### config.mk
export PLATFORM = sky130hd
export DESIGN_NAME = cache_port_arbiter
export DESIGN_NICKNAME = d
export VERILOG_FILES = /design/src/rtl/cache_port_arbiter.sv
export SDC_FILE = /design/constraint.sdc
export NUM_CORES = 1
export LEC_CHECK = 0
export ABC_AREA = 1
export CORE_AREA = 2 2 131 133
export DETAILED_ROUTE_END_ITERATION = 10
export DIE_AREA = 0 0 133 135
export PLACE_DENSITY = 0.77
export SLEW_MARGIN = 20
export SYNTH_ARGS = -nofsm -noshare
export SYNTH_HDL_FRONTEND = slang
export SYNTH_SLANG_ARGS = --single-unit
### constraint.sdc
create_clock -name clk -period 8.2 [get_ports clk]
set_input_delay 2.46 -clock clk [delete_from_list [all_inputs] [get_ports clk]]
set_output_delay 2.46 -clock clk [all_outputs]
set_load 0.02 [all_outputs]
### src/rtl/cache_port_arbiter.sv
// cache_port_arbiter: two-port round-robin arbiter and access sequencer in front of a direct-mapped cache.
// Latency: a write or read hit responds 2 edges after accept; each read miss adds FILL + retry (2 edges).
// Backpressure: one request in flight; only the granted port sees ready, and only in IDLE; rsp strobes cannot be stalled.
//
// Ports:
//   clk, reset                  clock, asynchronous active-high reset
//   reqN_valid/ready/addr/we/wdata   requester handshakes, port 0 = instruction, port 1 = data
//   rspN_valid/rdata/err        one-cycle response strobes (write echoes wdata, error returns 0)
//   cache_address/is_write/write_data, cache_hit/read_data   single cache port
//   busy                        FSM not in IDLE
//   stat_hits/stat_misses       first-lookup hit/miss counters (saturating)
// Optional: define CACHE_ARB_STATS_EN to build the statistic counters; otherwise they read as 0.
module cache_port_arbiter #(
   parameter int MAX_LOOKUPS = 2,
   parameter int STAT_WIDTH  = 16
) (
   input  logic                  clk,
   input  logic                  reset,
   input  logic                  req0_valid,
   output logic                  req0_ready,
   input  logic [31:0]           req0_addr,
   input  logic                  req0_we,
   input  logic [31:0]           req0_wdata,
   input  logic                  req1_valid,
   output logic                  req1_ready,
   input  logic [31:0]           req1_addr,
   input  logic                  req1_we,
   input  logic [31:0]           req1_wdata,
   output logic                  rsp0_valid,
   output logic [31:0]           rsp0_rdata,
   output logic                  rsp0_err,
   output logic                  rsp1_valid,
   output logic [31:0]           rsp1_rdata,
   output logic                  rsp1_err,
   output logic [31:0]           cache_address,
   output logic                  cache_is_write,
   output logic [31:0]           cache_write_data,
   input  logic                  cache_hit,
   input  logic [31:0]           cache_read_data,
   output logic                  busy,
   output logic [STAT_WIDTH-1:0] stat_hits,
   output logic [STAT_WIDTH-1:0] stat_misses
);

   localparam int CW = (MAX_LOOKUPS < 1) ? 1 : $clog2(MAX_LOOKUPS + 1);
   localparam logic [CW-1:0] MAX_CNT = CW'(MAX_LOOKUPS);

   typedef enum logic [1:0] {IDLE = 2'd0, LOOKUP = 2'd1, FILL = 2'd2, RESP = 2'd3} state_t;

   state_t        state, state_nxt;
   logic          ptr, port_q, we_q, err_q;
   logic [31:0]   addr_q, wdata_q, rdata_q;
   logic [CW-1:0] lookups_q, lookups_inc;
   logic          ptr_valid, other_valid, grant_any, grant_port, accept, last_lookup;

   // The pointer port wins a tie; the other port is only granted when the pointer port is idle.
   assign ptr_valid   = ptr ? req1_valid : req0_valid;
   assign other_valid = ptr ? req0_valid : req1_valid;
   assign grant_any   = ptr_valid | other_valid;
   assign grant_port  = ptr_valid ? ptr : ~ptr;
   assign lookups_inc = lookups_q + 1'b1;
   assign last_lookup = (lookups_inc == MAX_CNT);

   always_ff @(posedge clk or posedge reset) begin
      if (reset) state <= IDLE;
      else       state <= state_nxt;
   end

   always_comb begin
      state_nxt      = state;
      accept         = 1'b0;
      req0_ready     = 1'b0;
      req1_ready     = 1'b0;
      cache_is_write = 1'b0;
      rsp0_valid     = 1'b0;
      rsp1_valid     = 1'b0;
      unique case (state)
         IDLE: begin
            // Ready is held low while reset is asserted so every output reads 0 in reset.
            if (grant_any && !reset) begin
               accept     = 1'b1;
               req0_ready = ~grant_port;
               req1_ready = grant_port;
               state_nxt  = LOOKUP;
            end
         end
         LOOKUP: begin
            cache_is_write = we_q;
            if (we_q || cache_hit || last_lookup) state_nxt = RESP;
            else                                  state_nxt = FILL;
         end
         FILL:    state_nxt = LOOKUP;
         RESP: begin
            rsp0_valid = ~port_q;
            rsp1_valid = port_q;
            state_nxt  = IDLE;
         end
         default: state_nxt = IDLE;
      endcase
   end

   always_ff @(posedge clk or posedge reset) begin
      if (reset) begin
         ptr       <= 1'b0;
         port_q    <= 1'b0;
         we_q      <= 1'b0;
         err_q     <= 1'b0;
         addr_q    <= '0;
         wdata_q   <= '0;
         rdata_q   <= '0;
         lookups_q <= '0;
      end else begin
         unique case (state)
            IDLE: begin
               if (accept) begin
                  port_q    <= grant_port;
                  addr_q    <= grant_port ? req1_addr  : req0_addr;
                  we_q      <= grant_port ? req1_we    : req0_we;
                  wdata_q   <= grant_port ? req1_wdata : req0_wdata;
                  lookups_q <= '0;
               end
            end
            LOOKUP: begin
               if (we_q) begin
                  rdata_q <= wdata_q;
                  err_q   <= 1'b0;
               end else if (cache_hit) begin
                  rdata_q <= cache_read_data;
                  err_q   <= 1'b0;
               end else begin
                  // The cache refills on this same edge, so the retry after FILL should hit.
                  lookups_q <= lookups_inc;
                  if (last_lookup) begin
                     rdata_q <= '0;
                     err_q   <= 1'b1;
                  end
               end
            end
            RESP:    ptr <= ~ptr;
            default: ;
         endcase
      end
   end

   assign cache_address    = addr_q;
   assign cache_write_data = wdata_q;
   assign busy             = (state != IDLE);
   assign rsp0_rdata       = rsp0_valid ? rdata_q : '0;
   assign rsp1_rdata       = rsp1_valid ? rdata_q : '0;
   assign rsp0_err         = rsp0_valid & err_q;
   assign rsp1_err         = rsp1_valid & err_q;

`ifdef CACHE_ARB_STATS_EN
   // Only the first LOOKUP of a request is counted, writes included.
   logic first_lookup;
   assign first_lookup = (state == LOOKUP) && (lookups_q == '0);

   always_ff @(posedge clk or posedge reset) begin
      if (reset) begin
         stat_hits   <= '0;
         stat_misses <= '0;
      end else if (first_lookup) begin
         if (cache_hit) begin
            if (stat_hits != '1) stat_hits <= stat_hits + 1'b1;
         end else begin
            if (stat_misses != '1) stat_misses <= stat_misses + 1'b1;
         end
      end
   end
`else
   assign stat_hits   = '0;
   assign stat_misses = '0;
`endif

endmodule

# --- Word-level counts from Yosys, hierarchy flattened ---
# Index checks and enable logic that the tools add are counted.
# Widths: inputs -> output; s select.
word_totals:
  reg_bits: 104
  wordCells: 65
classes:
  addsub: 1
  eq_ne: 8
  mux: 30
  bitwise: 6
  n_reduce_logical: 11
op_table:
  columns: ["cell", "n"]
  rows:
  - ["$mux 32", 7]
  - ["$mux 1", 17]
  - ["$mux 2", 4]
  - ["$ne 2x2->1 const B", 4]
  - ["$pmux 2 s4", 1]
  - ["$eq 2x2->1 const B", 3]
  - ["$pmux 2 s2", 1]
  - ["$reduce_and 2->1", 2]
  - ["$reduce_and 4->1", 1]
  - ["$reduce_bool 2->1", 2]
  - ["$not 1->1", 3]
  - ["$reduce_bool 3->1", 1]
  - ["$add 2x1->2 const B", 1]
  - ["$and 1x1->1", 2]
  - ["$eq 2x1->1 const B", 1]
  - ["$logic_not 2->1", 1]
  - ["$logic_or 1x1->1", 2]
  - ["$logic_and 1x1->1", 1]
  - ["$logic_not 1->1", 1]
  - ["$or 1x1->1", 1]

# --- Depth between registers and ports, before layout ---
# Gate-level depths: netlist (run 1).
depth:
  depth_word: 7
  mapped_depth: 8
  mapped_depth_nobuf: 8

# --- Worst setup path after synthesis (run 1) ---
# OpenSTA, ideal clock, no wires.
synth_path:
  path_type: "input-to-output"
  start: "input reset"
  end: "output req0_ready"
  t_arrival_ns: 5.652
  t_required_ns: 5.740
  path_slack_ns: 0.088
  stages: 4
  n_path_buf: 1
  cell_sequence: "inv_1 nand3_2 clkbuf_1 nor2_1"
synth_between:
  elab_chain_cells: 4
synth_rtl:
  columns: ["item", "line_no", "text"]
  rows:
  - ["start, declared", "18", "input logic reset,"]
  - ["$logic_not 1->1 (no line)", null, null]
  - ["$logic_and 1x1->1", "80", "if (grant_any && !reset) begin"]
  - ["$mux 1", "80", null]
  - ["$mux 1", "77", "unique case (state)"]
  - ["end, declared", "20", "output logic req0_ready,"]
# Every way passes these cells.

# --- Final worst setup path (run 1) ---
layout_path:
  start: "input req1_valid"
  end: "output req0_ready"
layout_between:
  elab_chain_cells: 5
  word_cells_on_any_way: 8
layout_rtl:
  columns: ["item", "line_no", "text"]
  rows:
  - ["start, declared", "24", "input logic req1_valid,"]
  - ["$mux 1, on equally long branches", "57, 58", null]
  - ["$or 1x1->1 / $mux 1 (equally long branches)", "59, 60", null]
  - ["$logic_and 1x1->1 / $not 1->1 (equally long branches)", "80, 82", null]
  - ["$mux 1 (*)", "80", null]
  - ["$mux 1 (*)", "77", null]
# Every way passes the cells marked *; elsewhere a longest branch is shown, timed or not.

==> run summary, run 1 <==
In this run the worst path has a maximum fanout of 39. In the routed layout, each cell is associated on average with a via count of 4.76. Fraction of layout instances using a drive strength above 1: 3.59%.

The routed layout has 6612 vias. In the synthesized netlist the dominant register cell turns out to be sky130_fd_sc_hd__dfrtp_1. The cell total after placement is 1374, and the number of port buffers is 302. In this run, synthesis produced a sequential element count of 104. The worst reg-to-reg path cell count is 6, and the clock sink count is 104.

The flow ran to the end, and the final reports show no timing, DRC or antenna violations. The detailed router finished its first iteration with 590 violations. TritonCTS built the clock tree.

Setup violations remaining at the end of the flow were counted as 0. After global routing the overflow that remains totals 0. The average size of a mapped cell works out to 6.74 sq um.

The total die area came out at 18000 sq um. In this run the worst setup path terminates at req0_ready. Measured along the y axis, the die boundary spans 135 um. The number of flops mapped to enable cells by yosys came out at 0. The hold violation total from the final report was 0; the sequential fraction of the synthesis area was 42.7%. The total area inside the core boundary comes to 16400 sq um.

The cell row count was 47. The type of the worst setup path was in2out. After clock tree synthesis, the clock-pin slew on the worst setup and hold paths is 0.06 ns. The number of nets in the finished design was 1333; the power density normalized to cell area was 312 nW/um^2. In the finished design, the share of the clock period the worst path needs comes to 82.3%. Via count of the first global-routing pass: 6205.

The cell area after layout is 9380 sq um, and the required time at the worst-slack endpoint is 5.74 ns. The startpoint identified for the worst hold timing path is cache_address[26]$_DFFE_PP0P_. After detailed routing, the average wire length per cell comes to 15.3 um.

The worst slew slack as a fraction of its limit was 39.0%; the effective utilization at floorplan was 37.2%. The insertion delay of the later-clocked pin in the worst-skew pair is 0.34 ns. The transition time of the tightest slew-check pin came out at 0.916 ns. Based on the critical path, the design can be clocked at up to 148 MHz.

The critical path launch point type was a primary input. Once the clock tree was built, the setup fixing pass inserted 0 buffers. During I/O placement, the number of pins put on the boundary was 335.

After detailed routing, the number of remaining DRC violations is 0. The clock tree synthesis step divided the H-tree into 3 levels. The congestion estimate from routability-driven global placement came to 0.861.

In the synthesized netlist the async set-or-reset flop fraction comes to 100%. Startpoint of the worst-slack reg-to-reg timing path: we_q$_DFFE_PP0P_. The estimated wirelength of the detail-placed design was 14.8 mm. The run gives 0 as the number of gates resized after CTS. The critical path startpoint is req1_valid. Buffers inserted to repair hold after CTS numbered 0. The arrival time of the worst setup path is 4.29 ns. For this run, the number of Yosys warnings is 0. The unique cell type count in the Yosys netlist was 21.

0 antenna diodes ended up in the layout. The run gives 0.00856 ns as the clock skew. Fill cells in the final layout number 1565. Along the worst hold path, the cell count comes to 2. Leakage power of the design: 0.00456 uW. The worst register-to-register path ends at rdata_q[1]$_DFFE_PP0P_. The cell area that synthesis handed to floorplanning was 6100 sq um. Across every metal layer, demand over resource in global routing totals 23.2%. Max-cap violations in this run came to 0. The tree is rooted in a sky130_fd_sc_hd__clkbuf_16.

The die is 133 um wide. The non-filler instance count after layout was 1390. The worst-case IR drop observed on VDD is 0.168 mV.

For flop-to-flop paths, the worst setup slack is 6.39 ns. The number of max-slew violations in the final report was 0; the first-pass detailed-route iteration total was 8. The clock period minus worst slack came out at 6.75 ns.

The global-route wire length before repair is 33.0 mm. The wire length after detailed routing came out at 21.3 mm. The worst setup path is captured at a primary output. Relative to the synthesized area, the layout overhead comes to 53.8%.

The detail route stage leaves a number of antenna-violating nets equal to 0. Counting every instance in the synthesized netlist gives 905. After detailed placement, the total cell area comes to 9060 sq um. Counting the buffers created by CTS gives 9. The total power after layout is 2920 uW, and the largest net degree at the start of global routing is 69. Setup repair after global routing left no endpoint under its margin. The path class of the lowest-slack min-delay path was reg2reg. The run gives 0 ns as the final sum of negative setup slack. In this run the deepest clock path goes through 2 buffers.

The initial antenna violation count came out at 0.
-- where the power goes --
part	leakage (uW)	switching [uW]	total (uW)	internal, uW
Combinational	0.00308	956	1580	621
Sequential	0.00132	148	882	733
Clock	0.000158	191	465	275
-- flip-flops by register name (all words and copies together) (netlist names) --
name              cells
lookups_q             2
ptr                   1
cache_write_data     32
we_q                  1
err_q                 1
cache_address        32
state                 2
rdata_q              32
port_q                1
-- per-stage QoR --
stage	worst slack, ns	util [%]	hold WS (ns)
floorplan	0.0879	-	0.453
global placement	1.49	55.2	0.462
detailed placement	1.45	55.2	0.465
CTS	1.43	57.2	0.484
global route	1.31	57.2	0.497
finish	1.45	57.2	0.480
-- critical path, stage by stage --
cell and delay [ns]:
sky130_fd_sc_hd__clkdlybuf4s50_1 0.49, sky130_fd_sc_hd__inv_1 0.07, sky130_fd_sc_hd__nand2_1 0.10, sky130_fd_sc_hd__nand3_2 0.09, sky130_fd_sc_hd__buf_4 0.28, sky130_fd_sc_hd__nor2_1 0.15, sky130_fd_sc_hd__clkdlybuf4s50_1 0.63
-- layer usage --
layer	track usage [%]	up-vias	share of wire [%]
li1	-	3265	-
met1	29.4	3039	40
met2	39.2	269	50
met3	4.09	39	7.1
met4	9.68	0	3.0
met5	0	-	0
-- how the worst min path moves through the flow --
stage	endpoint	slack [ns]
3_3_place_gp	cache_address[26]$_DFFE_PP0P_	0.46
4_1_cts	cache_address[26]$_DFFE_PP0P_	0.48
2_1_floorplan	err_q$_DFFE_PP0P_	0.45
5_1_grt	cache_address[31]$_DFFE_PP0P_	0.50
6_report	cache_address[26]$_DFFE_PP0P_	0.48
3_5_place_dp	cache_address[23]$_DFFE_PP0P_	0.46
-- kinds of logic after synthesis --
logic type / Yosys count / share of synthesized area [%]
AND/OR/NAND/NOR: 618 / 41.6
buffers and inverters: 146 / 12.3
flip-flops: 104 / 42.7
AO/OA/AOI/OAI: 34 / 2.98
XOR/XNOR: 1 / 0.144
adder cells (fa/ha/maj): 1 / 0.205
other: 1 / 0.0615
-- synth_stat cells (2+ instances only) --
master / n / share of area, %
sky130_fd_sc_hd__buf_1: 6 / 0.37
sky130_fd_sc_hd__buf_2: 28 / 2.3
sky130_fd_sc_hd__buf_4: 34 / 4.2
sky130_fd_sc_hd__buf_6: 5 / 0.92
sky130_fd_sc_hd__clkbuf_1: 22 / 1.4
sky130_fd_sc_hd__clkbuf_2: 2 / 0.16
sky130_fd_sc_hd__dfrtp_1: 104 / 43
sky130_fd_sc_hd__inv_1: 48 / 3.0
sky130_fd_sc_hd__nand2_1: 379 / 23
sky130_fd_sc_hd__nand3_1: 164 / 13
sky130_fd_sc_hd__nor2_1: 71 / 4.4
sky130_fd_sc_hd__nor2_2: 2 / 0.21
sky130_fd_sc_hd__o21ai_0: 29 / 2.4
sky130_fd_sc_hd__o21ai_1: 4 / 0.33
-- layout by cell type, fill, tap and decap left out, drive strengths merged --
cell           synthesis  final
a21oi                  1      1
clkinvlp               0      1
o21ai                 33     33
clkinv                 0      3
bufinv                 0      2
conb                   1     32
xor2                   1      1
ha                     1      1
or2                    1      1
nand3                165    165
buf                   73     13
dfrtp                104    104
clkbuf                24     10
nor2                  73     73
nand2                379    379
inv                   49     49
clkdlybuf4s50          0    302
-- layout make-up --
class	instances	area (sq um)	share of cell area [%]
Timing Repair Buffer	315	3120	33.3
Multi-Input combinational cell	686	2870	30.6
Clock buffer	10	239	2.55
Clock inverter	6	82.6	0.881
Sequential cell	104	2600	27.8
Inverter	49	186	1.99
Tap cell	220	275	2.94
(Power assumes the default switching activity.)
==> run 2: changes to the inputs <==
Clock period 8.2 ns to 6.5 ns, I/O delays scaled along.
==> run summary, run 2 (synthesis gave the netlist of run 1 again) <==
The run finished with clean final reports. The run gives 23.5% (was 23.2%) as the aggregate global-route resource usage. Leading cell types in the layout, fill and taps excluded: sky130_fd_sc_hd__nand2_1 (375), sky130_fd_sc_hd__clkdlybuf4s50_1 (302), sky130_fd_sc_hd__nand3_1 (164), sky130_fd_sc_hd__dfrtp_1 (104), sky130_fd_sc_hd__nor2_1 (71) (unchanged).

The tools report the final estimated routing congestion in global placement as 0.832 (was 0.861). For the relative contribution of combinational cells to total power, the log shows 55.0% (was 53.9%). For the arrival time of the worst setup path, the log shows 3.58 ns (was 4.29 ns). Setup repair after global routing left no endpoint under its margin. TritonCTS built the clock tree.

The tools report the final global-route overflow total as 0 (unchanged). The logs give 0.973 ns (was 1.45 ns) for the worst slack after detailed placement and 0 (unchanged) for the detailed-route DRC error count. The logs give 2020 uW (was 1630 uW) for the internal power contribution and 68 (was 69) for the largest net degree at the start of global routing. The effective utilization at floorplan was 37.2% (unchanged); the antenna diode instance count was 0 (unchanged). The cell with the largest stage delay on the worst path was sky130_fd_sc_hd__clkdlybuf4s50_1 (unchanged). The number of vias per cell works out to 4.74 (was 4.76). The number of gates resized after CTS came out at 0 (unchanged). The vertical die dimension was 135 um (unchanged). The power density normalized to cell area was 390 nW/um^2 (was 312 nW/um^2); the clock sink count was 104 (unchanged). The hold-fix buffer count after cts is 0 (unchanged), and the core region area is 16400 sq um (unchanged).

The run gives 0.00454 uW (was 0.00456 uW) as the leakage power of the design. The number of buffers on the longest clock path is 2 (unchanged). Of the available clock period, the critical path in the final layout requires 85.1%.

Kind of capture point of the worst setup path: a primary output (unchanged). The critical path depth works out to 8 (was 7). The clock edge transition at the registers on the reported setup and hold paths is 0.07 ns (was 0.06 ns). The critical path launch point type was a primary input (unchanged).

Leading cell type in the layout, fill and taps excluded: sky130_fd_sc_hd__nand2_1 (unchanged). The number of primary I/O pins came out at 335 (unchanged). For the peak ir drop on the vdd network, the log shows 0.277 mV (was 0.168 mV).

The number of DRC violations after detailed-routing iteration 0 is 393 (was 590), and the maximum cell stage delay along the critical path is 0.60 ns (was 0.63 ns). The cell row count was 47 (unchanged); the synthesis-to-layout area growth was 53.2% (was 53.8%). The maximum clock frequency is 181 MHz, and the count of buffer and inverter cells on the critical path is 5 (was 4). The remaining antenna violation count after routing was 0 (unchanged); the number of port buffers was 302 (unchanged). The fraction of layout instances using a drive strength above 1 came out at 3.34% (was 3.59%). The logs give 4.55 ns (was 5.74 ns) for the required time at the worst-slack endpoint and 0 (unchanged) for the max-capacitance violation count. The number of nets in the finished design was 1332 (was 1333); the instance count along the most critical hold path was 2 (unchanged). The tools report the total setup violations reported at the end of the flow as 0 (unchanged).

The total die area is 18000 sq um (unchanged), and the estimated wirelength of the detail-placed design is 14.5 mm (was 14.8 mm). The number of buffers added by the clock tree synthesis step came out at 9 (unchanged). The number of setup buffers added after CTS is 0 (unchanged), and the global-route wire length before repair is 33.4 mm (was 33.0 mm). The part of the power in the clock network was 15.0% (was 15.9%). Width of the die: 133 um (unchanged). The hold violation total from the final report was 0 (unchanged); the biggest fanout along the worst timing path was 5 (was 39).

Setup slack of the most critical reg-to-reg path: 4.47 ns (was 6.39 ns). The worst reg-to-reg path cell count was 5 (was 6). The run gives 6569 (was 6205) as the via count of the first global-routing pass. The mean routed wirelength per cell was 15.2 um (was 15.3 um). The tools report the number of max-slew violations in the final report as 0 (unchanged).

The initial antenna violation count is 0 (unchanged). The insertion delay of the later-clocked pin in the worst-skew pair is 0.34 ns (about the same), and the final setup slack of the worst path is 0.971 ns (was 1.45 ns). Clock period minus worst slack: 5.53 ns. The type of the worst setup path is in2out (unchanged). The switching fraction of total power works out to 44.5% (was 44.3%). Switching power of the nets: 1620 uW (was 1290 uW). The run gives 6569 (was 6612) as the via total after detailed routing. For the clock skew, the log shows 0.00766 ns (was 0.00856 ns). The first-pass detailed-route iteration total was 5 (was 8). The logs give 46.1% (was 39.0%) for the worst slew slack as a fraction of its limit and 0 ns (unchanged) for the final sum of negative setup slack. The CTS root buffer was sky130_fd_sc_hd__clkbuf_16 (unchanged). Cell chain of the critical path: clkdlybuf4s50_1 > inv_1 > nand2_1 > nand3_2 > inv_2 > nand2_1 > inv_1 > clkdlybuf4s50_1 (was clkdlybuf4s50_1 > inv_1 > nand2_1 > nand3_2 > buf_4 > nor2_1 > clkdlybuf4s50_1).

Cell family contributing the most delay on the critical path: buffers and inverters (unchanged). The register share of total power was 30.0% (was 30.1%); the wire length after detailed routing was 21.1 mm (was 21.3 mm). The level count of the clock H-tree was 3 (unchanged).

The transition time of the tightest slew-check pin was 0.809 ns (was 0.916 ns). The path class of the lowest-slack min-delay path is reg2reg (unchanged).
==> run 2: cell types whose count changed in the layout (fill, tap and decap cells not counted), sizes merged <==
cell,previous run,this run
clkinv,3,1
buf,13,12
bufinv,2,1
clkbuf,10,11
clkinvlp,1,2
inv,49,48
==> run 2: path summary, 6_finish.rpt <==
kind / endpoint / from
setup / recovery: req1_ready / req0_valid
hold / removal: cache_address[0]$_DFFE_PP0P_ / cache_address[0]$_DFFE_PP0P_
setup reg to reg: rdata_q[21]$_DFFE_PP0P_ / we_q$_DFFE_PP0P_
hold reg to reg: cache_address[0]$_DFFE_PP0P_ / cache_address[0]$_DFFE_PP0P_
max in group asynchronous: cache_address[6]$_DFFE_PP0P_ / reset
min in group asynchronous: cache_write_data[24]$_DFFE_PP0P_ / reset
==> run 2: layout make-up <==
class / count / area (sq um)
inverters: 49 / 188
repair buffers: 314 / 3110
clock inverters: 3 / 42.5
fillers: 1545 / 7060
clock buffers: 11 / 253
multi-input cells: 686 / 2870
well taps: 220 / 275
flip-flops and latches: 104 / 2600
==> run 2: per-layer routing <==
layer	up-vias	track usage (%)	share of wire [%]
met5	-	0	0
met4	0	8.66	2.4
met3	33	4.35	5.5
met2	233	41.8	50
met1	3029	28.4	42
li1	3274	-	-
==> run 2: metrics by stage <==
step | cell area, sq um | hold WS, ns | instances | util (%) | power [uW]
final | 9350 | 0.478 | 1387 | 57.0 | 3640
after global routing | 9350 | 0.502 | 1387 | 57.0 | 3910
after CTS | 9350 | 0.483 | 1387 | 57.0 | 3670
after detailed placement | 9050 | 0.464 | 1373 | 55.2 | 3110
after global placement | 9050 | 0.461 | 1373 | 55.2 | 3070
after floorplan | 6220 | 0.453 | 936 | - | 2290
==> run 2: worst min-delay path, delay by kind of cell, from the launching register on <==
kind | cells | cell delay [ns]
simple gates | 2 | 0.11
flops | 1 | 0.34
==> run 2: power groups by stage <==
| stage | sequential (uW) | combinational [uW] | clock, uW |
|---|---|---|---|
| 2_1_floorplan | 1290 | 1000 | 0 |
| 5_1_grt | 1130 | 2200 | 583 |
| 3_5_place_dp | 1100 | 2010 | 0 |
| 3_3_place_gp | 1090 | 1980 | 0 |
| 4_1_cts | 1090 | 2010 | 562 |
| 6_report | 1090 | 2000 | 546 |
==> patch: new RTL, config.mk and constraints of run 1 <==
The option `CACHE_ARB_STATS_EN` is turned on by a define.
--- a/src/rtl/cache_port_arbiter.sv
+++ b/src/rtl/cache_port_arbiter.sv
@@ -12,2 +12,4 @@
 // Optional: define CACHE_ARB_STATS_EN to build the statistic counters; otherwise they read as 0.
+`define CACHE_ARB_STATS_EN
+
 module cache_port_arbiter #(
Formal check against the unedited RTL: not equivalent (Yosys sat finds a counterexample within 4 cycles, from zero or initial values and one cycle with reset high).
==> patch against run 1 <==
- total power increased by 25%
- die area unchanged
- clock power increased by 83%
- area after synthesis grew 16%
- global-route usage increased by 4.1 points
- cell area is 19% higher
- setup slack got worse by 180 ps
- sequential cell count grew 32
- wire length grew 16%
- largest cell class unchanged
- largest power group unchanged
==> patch: results (changes against run 1) <==
[detailed_routing]
routed_wl_um = 24700  ; +16%
met1_length_um = 9700  ; +13%
first_iter_violations = 636  ; +7.8%
dr.pass1.iters = 5  ; -3
vias_per_cell = 5.03  ; +5.8%
met3_length_um = 1840  ; +23%
wl_met2_um = 12600  ; +19%

[clock_tree]
insertion_delay_ps = 430  ; +90 ps
cts-htree-levels = 4  ; +1

[pwr]
powerClk_mw = 0.851  ; +83%
netSwitchingPower_mw = 1.45  ; +12%
p_seq_share_pct = 31.0  ; +0.9 points

[cells_and_area]
drive_above_1_share_pct = 4.17  ; +0.58 points

[worst_setup_path]
reg2reg_depth = 8  ; +2
cp.arrival_ps = 4460  ; +170 ps
reg2reg_slack_ps = 5880  ; -510 ps
critPathCapture = req1_ready
r2r-end = stat_misses[15]
cp_max_fo = 24  ; -38%
critPathLaunch = reset

[place]
hpwl_um = 17400  ; +17%
placedCellCount = 1483  ; +7.9%
place.gp.congestion = 0.889  ; +3.3%

[logic_synthesis]
synthDistinctLibCells = 26  ; +24%
netlist_top_cells_area = dfrtp_1 48%, nand2_1 20%, nand3_1 8.1%
seq_area_frac_synth_pct = 48.2  ; +5.5 points
netlist_top_cells_count = 370 x nand2_1, 136 x dfrtp_1, 136 x nor2_1

[global_route]
first_global_vias = 7251  ; +17%
grt_max_degree = 73  ; +5.8%
grt_pass1_wl_um = 38300  ; +16%
globalRouteMet2Util_pct = 47.1  ; +7.9 points

[outcome]
status = finished, final reports clean

[sta]
min_period_ps = 6920  ; +179 ps
slew_headroom_pct = 29.7  ; -9.3 points
fin_skew_ps = 10.4  ; +1.86 ps

[min_path]
whs_endpoint = cache_address[5]

[patch: cell type report]
class | count | area (um2)
Fill cell | 1352 | 5280
Tap cell | 220 | 275
Sequential cell | 136 | 3400
Inverter | 76 | 289
Multi-Input combinational cell | 708 | 3090
Clock inverter | 12 | 198
Timing Repair Buffer | 343 | 3410
Clock buffer | 20 | 457
[patch: cell families (layout without fill, tap and decap cells)]
family	after synthesis	after routing	share of synthesized area (%)
AO/OA/AOI/OAI	52	52	4.37
XOR/XNOR	14	14	1.74
adder cells (fa/ha/maj)	4	4	0.708
buffers and inverters	126	451	8.20
flip-flops	136	136	48.2
AND/OR/NAND/NOR	638	638	36.8
[patch: stage by stage]
step	area, um2	utilization [%]	hold slack, ps	power, mW
5_1_grt	11100	67.8	518	3.86
3_3_place_gp	10500	63.8	479	2.77
6_report	11100	67.8	496	3.64
3_5_place_dp	10500	63.8	482	2.80
4_1_cts	11100	67.8	499	3.66
2_1_floorplan	7070	-	487	2.05
